### config.mk
export PLATFORM = sky130hd
export DESIGN_NAME = reg_port_master
export DESIGN_NICKNAME = d
export VERILOG_FILES = /design/src/rtl/reg_port_master.sv
export SDC_FILE = /design/constraint.sdc
export NUM_CORES = 1
export LEC_CHECK = 0
export BUFFER_PORTS_ARGS = -buffer_cell sky130_fd_sc_hd__buf_2
export CAP_MARGIN = 20
export CORE_MARGIN = 3
export CORE_UTILIZATION = 44
export DETAILED_ROUTE_END_ITERATION = 10
export PLACE_DENSITY = 0.77
export SETUP_SLACK_MARGIN = 0.1
export SLEW_MARGIN = 20
export SYNTH_ARGS = -nofsm -noshare
export SYNTH_HDL_FRONTEND = slang
export SYNTH_SLANG_ARGS = --single-unit
### constraint.sdc
create_clock -name clock -period 2.9 [get_ports clock]
set_clock_uncertainty 0.2 [all_clocks]
set_input_delay 0.435 -clock clock [delete_from_list [all_inputs] [get_ports clock]]
set_output_delay 0.435 -clock clock [all_outputs]
set_load 0.1 [all_outputs]
### src/rtl/reg_port_master.sv
// reg_port_master: initiator for a three-port register file (two combinational
// read ports a/b, one clocked write port c). A clear sequence zeroes every
// register after reset, then commands are taken on a valid/ready interface
// and read results are returned on a valid/ready response interface.
module reg_port_master #(
  parameter int NREG = 32,
  parameter int AW   = 5,
  parameter int DW   = 32
) (
  input  logic          clock,
  input  logic          reset,
  // command interface
  input  logic          cmd_valid,
  output logic          cmd_ready,
  input  logic [1:0]    cmd_op,
  input  logic [AW-1:0] cmd_addr_a,
  input  logic [AW-1:0] cmd_addr_b,
  input  logic [AW-1:0] cmd_addr_w,
  input  logic [DW-1:0] cmd_wdata,
  // response interface
  output logic          rsp_valid,
  input  logic          rsp_ready,
  output logic [DW-1:0] rsp_data_a,
  output logic [DW-1:0] rsp_data_b,
  output logic          init_done,
  // register file side
  output logic [AW-1:0] addra,
  output logic [AW-1:0] addrb,
  output logic [AW-1:0] addrc,
  output logic          enc,
  output logic [DW-1:0] datac,
  input  logic [DW-1:0] dataa,
  input  logic [DW-1:0] datab
);

  typedef enum logic [1:0] {
    S_INIT = 2'd0,
    S_IDLE = 2'd1,
    S_RSP  = 2'd2
  } state_t;

  localparam logic [1:0] OP_NOP   = 2'b00;
  localparam logic [1:0] OP_WRITE = 2'b01;
  localparam logic [1:0] OP_READ  = 2'b10;
  localparam logic [1:0] OP_ACCUM = 2'b11;

  localparam logic [AW-1:0] INIT_LAST = AW'(NREG - 1);

  state_t          state_q;
  logic [AW-1:0]   init_cnt_q;
  logic [AW-1:0]   addra_q;
  logic [AW-1:0]   addrb_q;
  logic            rsp_valid_q;
  logic            init_done_q;
  logic [DW-1:0]   rsp_data_a_q;
  logic [DW-1:0]   rsp_data_b_q;

  logic            accept;
  logic            is_write;
  logic            is_accum;
  logic            is_read;
  logic [DW-1:0]   sum;

  assign cmd_ready  = (state_q == S_IDLE);
  assign accept     = cmd_valid & cmd_ready;
  assign is_write   = accept & (cmd_op == OP_WRITE);
  assign is_accum   = accept & (cmd_op == OP_ACCUM);
  assign is_read    = accept & (cmd_op == OP_READ);
  assign sum        = dataa + datab;

  assign rsp_valid  = rsp_valid_q;
  assign init_done  = init_done_q;
  assign rsp_data_a = rsp_data_a_q;
  assign rsp_data_b = rsp_data_b_q;

  // Register-file port drive: clear pattern in INIT, command fields otherwise.
  always_comb begin
    // NOTE: every output gets a default first so no path leaves it unassigned
    // and no latch is inferred.
    enc   = 1'b0;
    addrc = cmd_addr_w;
    datac = cmd_wdata;
    addra = addra_q;
    addrb = addrb_q;
    unique case (state_q)
      S_INIT: begin
        enc   = 1'b1;
        addrc = init_cnt_q;
        datac = '0;
      end
      S_IDLE: begin
        addra = cmd_addr_a;
        addrb = cmd_addr_b;
        if (is_write) begin
          enc = 1'b1;
        end else if (is_accum) begin
          // sum reflects the pre-write contents, so the response is old data
          enc   = 1'b1;
          datac = sum;
        end
      end
      default: begin
        enc = 1'b0;
      end
    endcase
  end

  // Control FSM: clear sequence, command accept, response handshake.
  always_ff @(posedge clock or posedge reset) begin
    // NOTE: the response data registers are reset too, so the response bus
    // never shows stale or unknown values after reset.
    if (reset) begin
      state_q      <= S_INIT;
      init_cnt_q   <= '0;
      addra_q      <= '0;
      addrb_q      <= '0;
      rsp_valid_q  <= 1'b0;
      init_done_q  <= 1'b0;
      rsp_data_a_q <= '0;
      rsp_data_b_q <= '0;
    end else begin
      // NOTE: non-blocking assignments throughout so every register samples
      // the pre-edge values, independent of statement order.
      unique case (state_q)
        S_INIT: begin
          init_cnt_q <= init_cnt_q + 1'b1;
          if (init_cnt_q == INIT_LAST) begin
            state_q     <= S_IDLE;
            init_done_q <= 1'b1;
          end
        end
        S_IDLE: begin
          addra_q <= cmd_addr_a;
          addrb_q <= cmd_addr_b;
          if (is_read || is_accum) begin
            rsp_data_a_q <= dataa;
            rsp_data_b_q <= datab;
            rsp_valid_q  <= 1'b1;
            state_q      <= S_RSP;
          end
        end
        S_RSP: begin
          if (rsp_valid_q && rsp_ready) begin
            rsp_valid_q <= 1'b0;
            state_q     <= S_IDLE;
          end
        end
        default: begin
          state_q <= S_INIT;
        end
      endcase
    end
  end

endmodule
Yosys cells after proc, flatten, opt, wreduce, memory -nomap -nowiden --
Index checks and enable logic that the tools add are counted. Widths: inputs -> output; s select.
Cells by class: add/subtract/negate cells 2, equal/unequal tests 9, multiplexer cells 16, bitwise logic cells 4, reduce and logical (&&, ||, !) cells 8
Operators with widths (count):
- $mux 32 | 2
- $pmux 32 s2 | 1
- $add 32x32->32 | 1
- $mux 5 | 3
- $eq 2x2->1 const B | 3
- $mux 2 | 3
- $pmux 2 s3 | 1
- $reduce_and 3->1 | 2
- $add 5x1->5 const B | 1
- $eq 5x5->1 const B | 1
- $and 1x1->1 | 4
- $eq 2x1->1 const B | 2
- $mux 1 | 4
- $ne 2x2->1 const B | 2
- $pmux 1 s2 | 2
- $reduce_and 2->1 | 2
- $logic_not 2->1 | 1
- $ne 2x1->1 const B | 1
- $reduce_bool 2->1 | 1
- $logic_and 1x1->1 | 1
- $logic_or 1x1->1 | 1
Storage, ports and cells: register bits after elaboration 83, input port bits 117, output and inout port bits 115

Logic depth before layout (Yosys ltp) --
Gate-level depths: netlist (run 1).
depth after elaboration 6, depth in mapped cells 10

Worst setup path after synthesis (run 1) --
No wires, ideal clock.
kind input to output, start input port dataa[0], end output port datac[22], data arrival time 3.549 ns, setup slack -1.284 ns, stages on the path 10, buffers on the path 0, cells stage by stage ha_1 > inv_1 > fa_1 > nor2b_1 > o2111ai_1 > a21oi_1 > o41ai_2 > o31a_1 > a21oi_1 > o211ai_1
Between the ends: longest elaborated chain between the ends 4
Ends and longest elaborated chain:
- from (decl) | line 32 | input logic [DW-1:0] dataa,
- $add 32x32->32 | line 69 | assign sum = dataa + datab;
- $mux 32 | line 96 | end else if (is_accum) begin
- $mux 32 | line 94 | if (is_write) begin
- $pmux 32 s2 | line 85 | unique case (state_q)
- to (decl) | line 31 | output logic [DW-1:0] datac,
Every way passes these cells.

Final worst setup path (run 1) --
start input port datab[0], end output port datac[26]
Between the ends: longest elaborated chain between the ends 4
Ends and longest elaborated chain:
- from (decl) | line 33 | input logic [DW-1:0] datab
- $add 32x32->32 | line 69
- $mux 32 | line 96
- $mux 32 | line 94
- $pmux 32 s2 | line 85
Every way passes these cells.

==> results by stage, run 1 <==
Floorplan:
- The number of top-level design ports is between 200 and 250.
- The core footprint is ~12000 um2.
- The die covers roughly 14000 um2.
- The initial utilization of the core area, before any placement, comes to 0.4625.
- The height of the chip is 117.0 um.
- The die span in x is 117.0 um.
- The number of placement rows is 39.

Timing:
- The count of pins over their slew limit is 0.
- Dividing the final minimum period by the clock period gives 1.188.
- At the pin with the least slew margin, the transition time is around 0.74 ns.
- The final-layout worst hold slack is -0.00001754 ns.
- For this run, the top clock speed supported by timing is approximately 0.29 GHz.
- The number of failing hold endpoints at the final stage is 1.
- The setup TNS is -7.382 ns.
- The smallest clock period supported by the final layout is computed as 3.446 ns.
- Across all setup checks in the final design, the least slack found is -0.5460 ns.
- Setup violations remaining at the end of the flow were counted as 25.
- Setup repair after global routing could not meet its margin everywhere.
- The tightest slew margin relative to the limit is 0.5061.

Layout:
- Once layout is done, the placed cells without fillers occupy around 9500 um2.
- The number of diodes is 0.
- In the layout the commonest cells are sky130_fd_sc_hd__nand2_1, sky130_fd_sc_hd__buf_2, sky130_fd_sc_hd__buf_4.
- The synthesis-to-finish area growth is 75.56%.
- The post-layout net count is approximately 1100.
- The layout has 712 filler cells.
- In the final layout, the share of cells above drive strength 1 is 0.4845.
- The most frequent standard cell in the layout excluding fill and tap cells is sky130_fd_sc_hd__nand2_1.

Synthesis:
- The share of the synthesized area in compound gates (AO/OA/AOI/OAI) is 0.1883.
- The portion of the post-synthesis area used by sequential elements is 0.3835.
- The net count of the mapped netlist is approximately 820.
- Of all flip-flops after synthesis, the portion carrying an async set or reset was 1.000.
- Of the total synthesized cell area, the portion taken by XOR and XNOR cells is 0.03557.
- The post-synthesis mux area share is 0.03719.
- The simple logic cell fraction of the synthesized area is 0.2460.
- The dominant register cell in the synthesized netlist is sky130_fd_sc_hd__dfrtp_1.
- The synthesized design contains just over 80 register bits.
- Averaged over all synthesized cells, the footprint is 8.157 um2.
- During synthesis, Yosys emitted a total of 0 warnings.
- The dominant combinational cell family by area after synthesis is simple AND/OR/NAND/NOR gates.
- The number of distinct library cells after synthesis is 58.
- Counting flops with a built-in enable in the synthesized netlist gives 0.
- The netlist area before placement is 5416 um2.
- The adder and majority cell fraction of the synthesized area is 0.07993.
- Synthesis produced a netlist whose cell count is 664.

Drt:
- After the first detailed-routing iteration, the DRC count stood at roughly 500.
- Summing over every cut layer, the via total after detailed routing is around 6300.
- The total routed wirelength is 20.67 mm.
- In the routed design, unresolved DRC markers number 0.
- The total iterations of the first detailed-routing run is 5.
- The via count normalized by instance count is around 5.5.
- Once detail routing completed, the nets flagged for antenna violations numbered 0.
- In the final routed layout, each cell accounts on average for between 15 and 20 um.

Clocking:
- The worst-skew pair later-pin latency is between 0.3 and 0.4 ns.
- The sink count of the clock tree is 83.
- The worst-case clock buffer depth is 2.
- The deepest level of the CTS H-tree is 3.
- The root cell of the clock tree is sky130_fd_sc_hd__clkbuf_16.
- Hold repair after CTS inserted 0 buffers.
- After clock tree synthesis, the clock-pin slew on the worst setup and hold paths is around 0.06 ns.
- Counting the buffers created by CTS gives 9.
- The clock tree from TritonCTS is done.

Global routing:
- Entering global routing, the biggest net connects 70 pins.
- The overflow left after global routing is 0.
- The total global routing track utilization is 0.2836.
- The number of global-route vias before repair was about 6400.
- The number of antenna violations at the first check in global routing is 1.
- The first global-routing pass estimated approximately 30 mm of wire.

Flow run:
- The number of maximum-capacitance violations is 0.

Setup path:
- The signal on the critical path passes through buf_8 -> ha_4 -> inv_2 -> fa_2 -> nor2b_4 -> o2111ai_4 -> a21oi_4 -> o41ai_4 -> o31a_1 -> a2111o_1 -> o211ai_1 -> buf_12.
- In this run the critical register-to-register path is captured at rsp_data_b[26]$_DFFE_PP0P_.
- STA classifies the critical path endpoint as an output port.
- The register-to-register setup slack is around 0.9 ns.
- The startpoint of the worst-slack reg-to-reg timing path is state_q[0]$_DFFE_PP0P_.
- On the critical path, the stage with the largest delay is an instance of sky130_fd_sc_hd__a2111o_1.
- The largest stage delay on the critical path is about 0.44 ns.
- The endpoint required time on the critical path is about 2.3 ns.
- The path depth of the worst reg2reg path is 6.
- The worst setup path is launched from an input pin.
- The arrival time reported for the critical path endpoint is ~2.8 ns.
- In this run the worst path has a maximum fanout of 6.
- By startpoint and endpoint, the worst setup path is classified as input pin to output port.

Placed design:
- Routability-driven placement finished with a final weighted congestion of slightly above 0.9.
- The port buffer count is ~230.
- The area of placed instances is 8524 um2.
- Detailed placement ended at an HPWL of about 15 mm.

Run status:
- The checks that failed: hold timing, setup timing.
- The flow ran to the end, but the final reports show violations.

Min path:
- The worst min-delay path category is input pin to asynchronous set/reset pin.
Yosys cell counts, drive strengths merged, types with 2 or more instances:
cell type	count	area, um2
nand2	244	915.9
a31oi	2	12.51
nor2b	5	31.28
and2	2	12.51
nor3	6	30.03
o211ai	6	45.04
or3	6	37.54
xor2	11	96.34
nor2	17	63.81
clkbuf	21	78.83
ha	33	412.9
o21a	9	67.56
o211a	2	20.02
nand3	6	30.03
o31ai	6	45.04
o21bai	3	22.52
or2	2	12.51
dfrtp	83	2077
inv	10	37.54
a22o	9	78.83
a21oi	34	185.2
a21o	12	90.09
buf	9	43.79
o31a	2	17.52
nor4	2	12.51
a2111o	2	22.52
a211o	4	35.03
nand4	11	68.82
a211oi	3	22.52
xnor2	11	96.34
nand2b	4	25.02
nand3b	2	15.01
mux2	17	191.4
o21ai	41	209.0
a32o	5	50.05
and3	7	43.79
worst max-delay path, delay by kind of cell:
family | cells | cell delay (ns)
AOI/OAI and AO/OA | 6 | 1.37
adders and majority gates | 2 | 0.50
buffers and inverters | 3 | 0.34
and+or+nand+nor | 1 | 0.17
per-layer routing:
metal / track usage / wire, um / up-vias
li1: - / - / 2959
met1: 0.3184 / 7964 / 3020
met2: 0.5192 / 10630 / 259
met3: 0.07712 / 1489 / 57
met4: 0.09251 / 573 / 2
met5: 0 / 19 / -
how the worst max path moves through the flow:
| stage | start | endpoint | slack [ns] | cells past startpoint |
|---|---|---|---|---|
| finish | datab[0] | datac[26] | -0.55 | 12 |
| global route | datab[0] | datac[22] | -0.62 | 12 |
| CTS | datab[0] | datac[26] | -0.54 | 12 |
| detailed placement | dataa[1] | datac[27] | -0.71 | 10 |
| global placement | dataa[1] | datac[27] | -0.66 | 10 |
| floorplan | dataa[0] | datac[22] | -1.17 | 10 |
stage by stage:
step           utilization  hold slack (ns)  worst slack [ns]  cells
4_1_cts             0.7826          0.01679           -0.5358   1135
6_report            0.8120      -0.00001754           -0.5460   1144
2_1_floorplan            -           0.2555            -1.170    664
3_3_place_gp        0.7279           0.2372           -0.6608   1116
3_5_place_dp        0.7279           0.2440           -0.7089   1116
5_1_grt             0.8120          0.04774           -0.6248   1144
cells by family after synthesis:
kind of cell             count (synthesis)
XOR/XNOR                                22
AO/OA/AOI/OAI                          149
adder cells (fa/ha/maj)                 34
AND/OR/NAND/NOR                        318
flip-flops                              83
multiplexers                            18
buffers and inverters                   40
repair_timing:
action / CTS / global route
setup endpoints to repair: 31 / 29
pin swaps: 24 / 36
resized for setup: 62 / 61
setup buffers: 6 / 10
registers in the layout, indices dropped and copies added, names as in the netlist:
signal and cells:
init_done 1, state_q 2, init_cnt_q 5, addra_q 5
addrb_q 5, rsp_valid 1, rsp_data_b 32, rsp_data_a 32
area by class of cell:
cell class / count / area, um2 / share of cell area
multi-input cells: 541 / 4066 / 0.4276
well taps: 143 / 178.9 / 0.01882
flip-flops and latches: 83 / 2077 / 0.2184
repair buffers: 353 / 2833 / 0.2979
clock buffers: 10 / 239.0 / 0.02513
inverters: 10 / 38.79 / 0.004079
clock inverters: 4 / 76.32 / 0.008026
Power of run 1 is left out: the tool's default activity adds up to more than one toggle a clock period on the data nets, which glitch-free logic cannot reach.
==> run 2, diff against run 1 <==
--- a/config.mk
+++ b/config.mk
@@ -5,10 +5,11 @@
 export SDC_FILE = /design/constraint.sdc
 export NUM_CORES = 1
 export LEC_CHECK = 0
+export ABC_AREA = 1
 export BUFFER_PORTS_ARGS = -buffer_cell sky130_fd_sc_hd__buf_2
 export CAP_MARGIN = 20
 export CORE_MARGIN = 3
-export CORE_UTILIZATION = 44
+export CORE_UTILIZATION = 46
 export DETAILED_ROUTE_END_ITERATION = 10
 export PLACE_DENSITY = 0.77
 export SETUP_SLACK_MARGIN = 0.1
==> run 2 against run 1 <==
  * The flow now finishes without violations
  * Final cell count rose by 20%
  * Sequential share of layout area is 0.26 points lower
  * Global-route usage decreased by 1.8 points
  * Critical path depth is 3 higher
  * Largest cell class unchanged
  * Wire length decreased by 0.45%
  * Critical endpoint is now datac[23]
  * Register-to-register slack better by 0.23 ns
  * Core utilization fell by 9.1 points
  * Flip-flop and latch count unchanged
==> results by stage, run 2 <==
Run status:
- The flow ran to the end, and the final reports show no timing, DRC or antenna violations.

Drt:
- The via count normalized by instance count came to 5.004 (-9.1%).
- The wire length the detailed router placed on met1 was 8.682 mm (+9.0%).
- Routed signal wires occupy layers up through met4.
- The antenna violation net count after detailed routing is 0 (unchanged).
- The remaining routing DRC violations came to 0 (unchanged).
- The total routed wirelength is 20.58 mm (-0.45%).
- The violation count after the first detailed-routing iteration is 365 (-28%).
- The met3 routed wirelength was 1.563 mm (+5.0%).
- The mean routed wirelength per cell came to 15.00 um (-17%).
- The total iterations of the first detailed-routing run is 5 (unchanged).
- The amount of wire on met2 after detailed routing is 9.921 mm (-6.6%).
- The overall via count from detail_route is 6865 (+9.0%).

Timing:
- Setup repair after global routing could not meet its margin everywhere.
- The tightest slew margin relative to the limit was 0.5057 (about the same).
- The setup TNS is 0 ns (+7.382 ns).
- The final-layout worst hold slack was 0.09268 ns (+0.09270 ns).
- The actual slew at the worst max-slew pin came to 0.7414 ns (+0.0006149 ns).
- The count of pins over their slew limit is 0 (unchanged).
- The total setup violations reported at the end of the flow was 0 (-100%).
- The highest attainable clock frequency is 0.3632 GHz (+25%).
- The final period utilization is 0.9493 (-0.2389).
- The slack of the critical path came to 0.1469 ns (+0.6929 ns).
- The number of failing hold endpoints at the final stage was 0 (-1).
- The minimum clock period after layout was 2.753 ns (-0.6929 ns).

Setup path:
- STA classifies the critical path endpoint as an output port.
- The peak fanout along the critical path is 4 (-2).
- The arrival time reported for the critical path endpoint came to 2.12 ns (-0.69 ns).
- The startpoint of the worst-slack reg-to-reg timing path is state_q[0]$_DFFE_PP0P_.
- The path depth of the worst reg2reg path is 5 (-1).
- The endpoint required time on the critical path is 2.27 ns (about the same).
- STA classifies the critical path startpoint as an input pin.
- The critical path in this run is classified as input pin to output port.
- The end of the worst register-to-register path is rsp_data_a[14]$_DFFE_PP0P_.
- The register-to-register setup slack came to 1.13 ns (+0.23 ns).

Min path:
- The worst min-delay path category is input pin to register.
- The capture endpoint of the worst hold path is addra_q[2]$_DFF_PP0_.
- The number of stages on the worst hold path is 3.
- The start point of the worst hold path is cmd_addr_a[2].

Layout:
- The library cells used most frequently in the layout, excluding fill and tap cells, are sky130_fd_sc_hd__nand2_1, sky130_fd_sc_hd__buf_2, sky130_fd_sc_hd__inv_1.
- The area of the multi-input gates was 4431 um2 (+9.0%).
- The fraction of final layout cells with drive strength greater than 1 is 0.4397 (-0.04482).
- The total area of sequential cells was 2078 um2 (about the same).
- The final-layout fill cell count is 1033 (+45%).
- The post-layout net count is 1340 (+17%).
- Leaving out fill and tap cells, the most frequent cell in the layout is sky130_fd_sc_hd__nand2_1.
- Relative to the synthesized area, the layout overhead comes to 51.69%.
- The post-route cell area is 9628 um2 (+1.2%).

Synthesis:
- The number of distinct library cells after synthesis was 34 (-41%).
- For this run, the leading register cell type out of synthesis is sky130_fd_sc_hd__dfrtp_1.
- The number of synthesized flops with an enable pin is 0 (unchanged).
- Sorting the synthesized cells by how often they occur yields sky130_fd_sc_hd__nand2_1, sky130_fd_sc_hd__inv_1, sky130_fd_sc_hd__dfrtp_1.
- The fraction of synthesis flops using an asynchronous set or reset pin is 1.000 (unchanged).
- The average size of a mapped cell is 6.818 um2 (-16%).
- The net count of the mapped netlist was 1082 (+33%).
- The number of instances in the synthesized netlist came to 931 (+40%).
- The netlist area before placement was 6347 um2 (+17%).
- The synthesis-stage register bit count is 83 (unchanged).
- The share of the synthesized area in the top cell type is 0.3272 (-0.05624).
- The most frequent cell after synthesis is sky130_fd_sc_hd__nand2_1.
- The library cell with the largest summed area after synthesis is sky130_fd_sc_hd__dfrtp_1.
- By area the synthesized netlist is led by sky130_fd_sc_hd__dfrtp_1, sky130_fd_sc_hd__nand2_1, sky130_fd_sc_hd__mux2_2, sky130_fd_sc_hd__inv_1, sky130_fd_sc_hd__ha_1.
- The synthesis warning total is 0 (unchanged).
- The portion of the post-synthesis area used by sequential elements is 0.3272 (-0.05624).

Global routing:
- The total global routing track utilization is 0.2658 (-0.01786).
- The first-pass GRT wire length is 31.70 mm (+3.9%).
- The number of global-route vias before repair is 6614 (+3.2%).
- The number of antenna violations at the first check in global routing is 1 (unchanged).
- The pin count of the biggest net entering global routing is 70 (unchanged).
- The overflow left after global routing is 0 (unchanged).

Placed design:
- The weighted congestion reported at the end of routability-driven placement came to 0.9393 (+2.7%).
- The area of placed instances is 8553 um2 (+0.34%).
- The worst setup slack before clock tree synthesis is -0.1064 ns (+0.6025 ns).
- The placed wire-length estimate is 16.01 mm (+7.7%).
- The port buffer count is 231 (unchanged).

Clocking:
- The sink count of the clock tree is 83 (unchanged).
- The TritonCTS buffer count is 9 (unchanged).
- The worst-skew pair later-pin latency was 0.36 ns (about the same).
- The worst-case clock buffer depth is 2 (unchanged).
- The tree is rooted in a sky130_fd_sc_hd__clkbuf_16.
- The deepest level of the CTS H-tree came to 3 (unchanged).
- The clock transition at the registers of the reported paths is 0.07 ns (about the same).
- TritonCTS built the clock tree.

Floorplan:
- The number of placement rows is 42 (+7.7%).
- The area enclosed by the die boundary is 15240 um2 (+11%).
- The core footprint is 13350 um2 (+14%).
- The die span in x came to 123.5 um (+5.6%).
- The number of top-level design ports came to 232 (unchanged).
- The starting density of the core is 0.4755 (+0.01303).
- The height of the chip came to 123.5 um (+5.6%).

Flow run:
- The number of maximum-capacitance violations came to 0 (unchanged).
## run 2: changes by cell type after synthesis, sizes merged, moves of 9 or more
cell    before  now
inv         10  151
nand2      244  365
nor2        17   85
mux2        17   62
nand3        6   43
clkbuf      21    7
a21oi       34   21
o21ai       41   31
a22o         9    0
nand4       11    2
o21a         9    0
## run 2: worst max-delay path by stage
stage                     startpoint         to  slack, ns
final                       dataa[6]  datac[23]       0.15
after global routing        dataa[4]  datac[25]       0.06
after CTS                   dataa[0]  datac[16]       0.09
after detailed placement    datab[0]  datac[16]      -0.11
after global placement      dataa[8]  datac[13]      -0.12
after floorplan             dataa[0]   datac[8]      -0.21
## run 2: cell type report
| class | count | area share |
|---|---|---|
| multi-input cells | 675 | 0.4602 |
| flip-flops and latches | 83 | 0.2159 |
| repair buffers | 268 | 0.2114 |
| inverters | 152 | 0.05939 |
| clock buffers | 9 | 0.02339 |
| well taps | 176 | 0.02287 |
| clock inverters | 7 | 0.006368 |
| diodes | 2 | 0.0005198 |
## run 2: logic make-up (layout without fill, tap and decap cells)
logic type | after synthesis | in the layout | synth area share
other | 0 | 2 | 0
flip-flops | 83 | 83 | 0.3272
XOR/XNOR | 13 | 13 | 0.01794
AO/OA/AOI/OAI | 64 | 64 | 0.05440
adder cells (fa/ha/maj) | 34 | 34 | 0.06820
AND/OR/NAND/NOR | 502 | 502 | 0.3138
buffers and inverters | 173 | 436 | 0.1066
multiplexers | 62 | 62 | 0.1118
## run 2: worst max-delay path, stage by stage
cell and delay (ns):
sky130_fd_sc_hd__buf_2 0.12, sky130_fd_sc_hd__ha_4 0.27, sky130_fd_sc_hd__nand2_2 0.09, sky130_fd_sc_hd__nor2_1 0.17
sky130_fd_sc_hd__nand3_1 0.12, sky130_fd_sc_hd__nand2_2 0.12, sky130_fd_sc_hd__nand2_2 0.07, sky130_fd_sc_hd__nand2_4 0.11
sky130_fd_sc_hd__nand2_1 0.08, sky130_fd_sc_hd__nand2_1 0.06, sky130_fd_sc_hd__nand2_1 0.06, sky130_fd_sc_hd__nand3_2 0.08
sky130_fd_sc_hd__nand2_1 0.06, sky130_fd_sc_hd__nand2_2 0.08, sky130_fd_sc_hd__buf_12 0.17
## run 2: metal layers
| layer | GRT usage | up-vias |
|---|---|---|
| li1 | - | 3405 |
| met1 | 0.3303 | 3204 |
| met2 | 0.4509 | 228 |
| met3 | 0.07823 | 28 |
| met4 | 0.07059 | 0 |
| met5 | 0 | - |
## run 2: repair_timing
action	in CTS	in global routing
setup endpoints to repair	27	35
gates resized for setup	50	129
hold endpoints to repair	15	0
pin swaps	16	29
hold buffers	1	0
buffers inserted	1	6
## run 2: metrics by stage
stage / std cells / util
final: 1372 / 0.7213
after global routing: 1371 / 0.7211
after CTS: 1364 / 0.6844
after detailed placement: 1346 / 0.6408
after global placement: 1346 / 0.6408
after floorplan: 931 / -
Power of run 2 is left out for the same reason.
==> run 3, diff against run 2 <==
--- a/config.mk
+++ b/config.mk
@@ -11,7 +11,7 @@
 export CORE_MARGIN = 3
 export CORE_UTILIZATION = 46
 export DETAILED_ROUTE_END_ITERATION = 10
-export PLACE_DENSITY = 0.77
+export PLACE_DENSITY = 0.83
 export SETUP_SLACK_MARGIN = 0.1
 export SLEW_MARGIN = 20
 export SYNTH_ARGS = -nofsm -noshare
==> run 3 against run 2 <==
  * The flow now finishes with violations (hold timing, setup timing)
  * First-iteration DRC count is 64% higher
  * Clock-buffer cell count unchanged
  * Critical path type unchanged
  * Critical endpoint is now datac[15]
  * Die area unchanged
==> results by stage, run 3 (synthesis results as in run 2) <==
Run status:
- The flow ran to the end, but the final reports show violations.
- The checks that failed: hold timing, setup timing.

Clocking:
- The sink count of the clock tree is 83 (unchanged).
- The worst-skew pair later-pin latency is 0.35 ns (about the same).
- The count of hold buffers inserted by post-cts repair is 0 (-1).
- Clock tree synthesis selected as its root buffer the cell sky130_fd_sc_hd__clkbuf_16.
- The TritonCTS buffer count is 9 (unchanged).
- The deepest level of the CTS H-tree was 3 (unchanged).
- The worst-case clock buffer depth is 2 (unchanged).
- The clock transition at the registers of the reported paths is 0.07 ns (about the same).
- TritonCTS built the clock tree.

Timing:
- The count of pins over their slew limit was 0 (unchanged).
- The setup TNS came to -0.02338 ns (-0.02338 ns).
- The final-layout worst hold slack is -0.01454 ns (-0.1072 ns).
- The final period utilization was 1.008 (+0.05873).
- The actual slew at the worst max-slew pin came to 0.7472 ns (+0.005754 ns).
- The slack of the critical path came to -0.02338 ns (-0.1703 ns).
- The tightest slew margin relative to the limit is 0.5013 (-0.004415).
- Setup repair after global routing could not meet its margin everywhere.
- The number of failing hold endpoints at the final stage is 9 (+9).
- The total setup violations reported at the end of the flow is 1 (+1).
- The minimum clock period after layout was 2.923 ns (+0.1703 ns).
- The highest attainable clock frequency is 0.3421 GHz (-5.8%).

Placed design:
- The area of placed instances came to 8493 um2 (-0.70%).
- The total instance count after detailed placement is 1338 (-0.59%).
- The weighted congestion reported at the end of routability-driven placement is 0.9760 (+3.9%).
- The port buffer count is 231 (unchanged).
- The placed wire-length estimate is 16.25 mm (+1.5%).

Drt:
- The remaining routing DRC violations is 0 (unchanged).
- The total iterations of the first detailed-routing run came to 6 (+1).
- The overall via count from detail_route is 7195 (+4.8%).
- The antenna violation net count after detailed routing is 0 (unchanged).
- The topmost layer with routed signal wires is met4.
- The violation count after the first detailed-routing iteration came to 600 (+64%).
- The via count normalized by instance count was 5.267 (+5.3%).
- The mean routed wirelength per cell is 16.98 um (+13%).
- The wire length the detailed router placed on met1 was 8.636 mm (-0.53%).
- The amount of wire on met2 after detailed routing is 11.10 mm (+12%).
- The met3 routed wirelength is 2.384 mm (+53%).
- The total routed wirelength is 23.19 mm (+13%).

Min path:
- The worst min-delay path category is input pin to asynchronous set/reset pin.

Setup path:
- The slowest stage cell on the critical path is sky130_fd_sc_hd__ha_4.
- The worst setup path is of the input pin to output port kind.
- The path depth of the worst reg2reg path is 5 (unchanged).
- The peak fanout along the critical path is 4 (unchanged).
- The cell repeated most along the worst path is sky130_fd_sc_hd__nand2_1.
- Traced cell by cell, the critical path runs through buf_2 -> ha_4 -> nand2_1 -> nand2_2 -> inv_1 -> nand2_1 -> inv_1 -> nand2_2 -> nand2_1 -> nand2_2 -> xor2_1 -> o21ai_0 -> nand2_1 -> buf_12.
- The arrival time reported for the critical path endpoint is 2.29 ns (+0.17 ns).
- The critical path depth in cells is 14 (-1).
- The cell class contributing the biggest share of worst-path delay is simple AND/OR/NAND/NOR gates.
- The largest stage delay on the critical path came to 0.27 ns (about the same).
- STA classifies the critical path startpoint as an input pin.
- STA classifies the critical path endpoint as an output port.
- The endpoint required time on the critical path is 2.27 ns (about the same).
- The buffers plus inverters on the worst setup path came to 4 (+2).

Floorplan:
- The number of top-level design ports is 232 (unchanged).
- The starting density of the core came to 0.4755 (unchanged).
- The number of placement rows was 42 (unchanged).
- The area enclosed by the die boundary is 15240 um2 (unchanged).
- The height of the chip came to 123.5 um (unchanged).
- The die span in x is 123.5 um (unchanged).
- The core footprint is 13350 um2 (unchanged).

Layout:
- Leaving out fill and tap cells, the most frequent cells in the layout are sky130_fd_sc_hd__nand2_1, sky130_fd_sc_hd__buf_2, sky130_fd_sc_hd__inv_1.
- The post-layout instance count excluding filler cells is 1366 (-0.44%).
- The synthesis-to-finish area growth is 53.50%.
- The final-layout fill cell count came to 977 (-5.4%).
- The total area of sequential cells is 2078 um2 (unchanged).
- The final standard cell utilization of the core is 0.7299 (+0.008624).
- The post-layout net count came to 1336 (-0.30%).
- The fraction of final layout cells with drive strength greater than 1 is 0.4454 (+0.005680).
- Leaving out fill and tap cells, the most frequent cell in the layout is sky130_fd_sc_hd__nand2_1.
- The area of the multi-input gates is 4529 um2 (+2.2%).
- The post-route cell area is 9743 um2 (+1.2%).
- The number of diodes is 0 (-2).

Global routing:
- The overflow left after global routing came to 0 (unchanged).
- The number of global-route vias before repair is 6745 (+2.0%).
- The total global routing track utilization is 0.2723 (+0.006515).
- The pin count of the biggest net entering global routing is 55 (-21%).
- The number of antenna violations at the first check in global routing is 0 (-1).
- The first-pass GRT wire length is 32.29 mm (+1.9%).

Flow run:
- The number of maximum-capacitance violations was 0 (unchanged).
-- run 3: final timing paths --
path | to | slack [ns] | start
worst max-delay path | datac[15] | -0.02 | dataa[6]
worst min-delay path | rsp_data_b[4]$_DFFE_PP0P_ | -0.01 | reset
worst max register to register | rsp_data_b[15]$_DFFE_PP0P_ | 0.61 | state_q[1]$_DFFE_PP0P_
worst min register to register | addra_q[0]$_DFF_PP0_ | 0.27 | addra_q[0]$_DFF_PP0_
max in group asynchronous | rsp_data_a[24]$_DFFE_PP0P_ | 1.83 | reset
min in group clock | addrb_q[2]$_DFF_PP0_ | 0.11 | cmd_addr_b[2]
-- run 3: repair_timing --
item / CTS / global route
resized for setup: 40 / 173
endpoints found under the setup margin: 28 / 32
cloned: 0 / 1
buffers inserted: 4 / 7
pin swaps: 12 / 45
-- run 3: layout make-up --
| class | instances | area share |
|---|---|---|
| Sequential cell | 83 | 0.2133 |
| Inverter | 152 | 0.05933 |
| Clock buffer | 9 | 0.02312 |
| Clock inverter | 7 | 0.006164 |
| Multi-Input combinational cell | 675 | 0.4649 |
| Timing Repair Buffer | 264 | 0.2106 |
| Tap cell | 176 | 0.02260 |
-- run 3: metrics by stage --
stage | hold WS (ns) | worst slack, ns
finish | -0.01454 | -0.02338
global route | 0.04508 | -0.06680
CTS | 0.003443 | 0.07334
detailed placement | 0.2537 | -0.07591
global placement | 0.2453 | -0.05098
floorplan | 0.2891 | -0.2064
-- run 3: layer usage --
layer / track usage / vias up
met2: 0.4747 / 419
met5: 0 / -
met4: 0.08997 / 0
met1: 0.3186 / 3283
li1: - / 3387
met3: 0.08280 / 106
-- run 3: worst reg2reg max path, stage by stage, from the launching register on --
cell	delay (ns)
sky130_fd_sc_hd__dfrtp_1	0.45
sky130_fd_sc_hd__nor2_8	0.20
sky130_fd_sc_hd__buf_4	0.25
sky130_fd_sc_hd__nand3_4	0.38
sky130_fd_sc_hd__buf_12	0.34
sky130_fd_sc_hd__mux2_2	0.35
Power of run 3 is left out for the same reason.
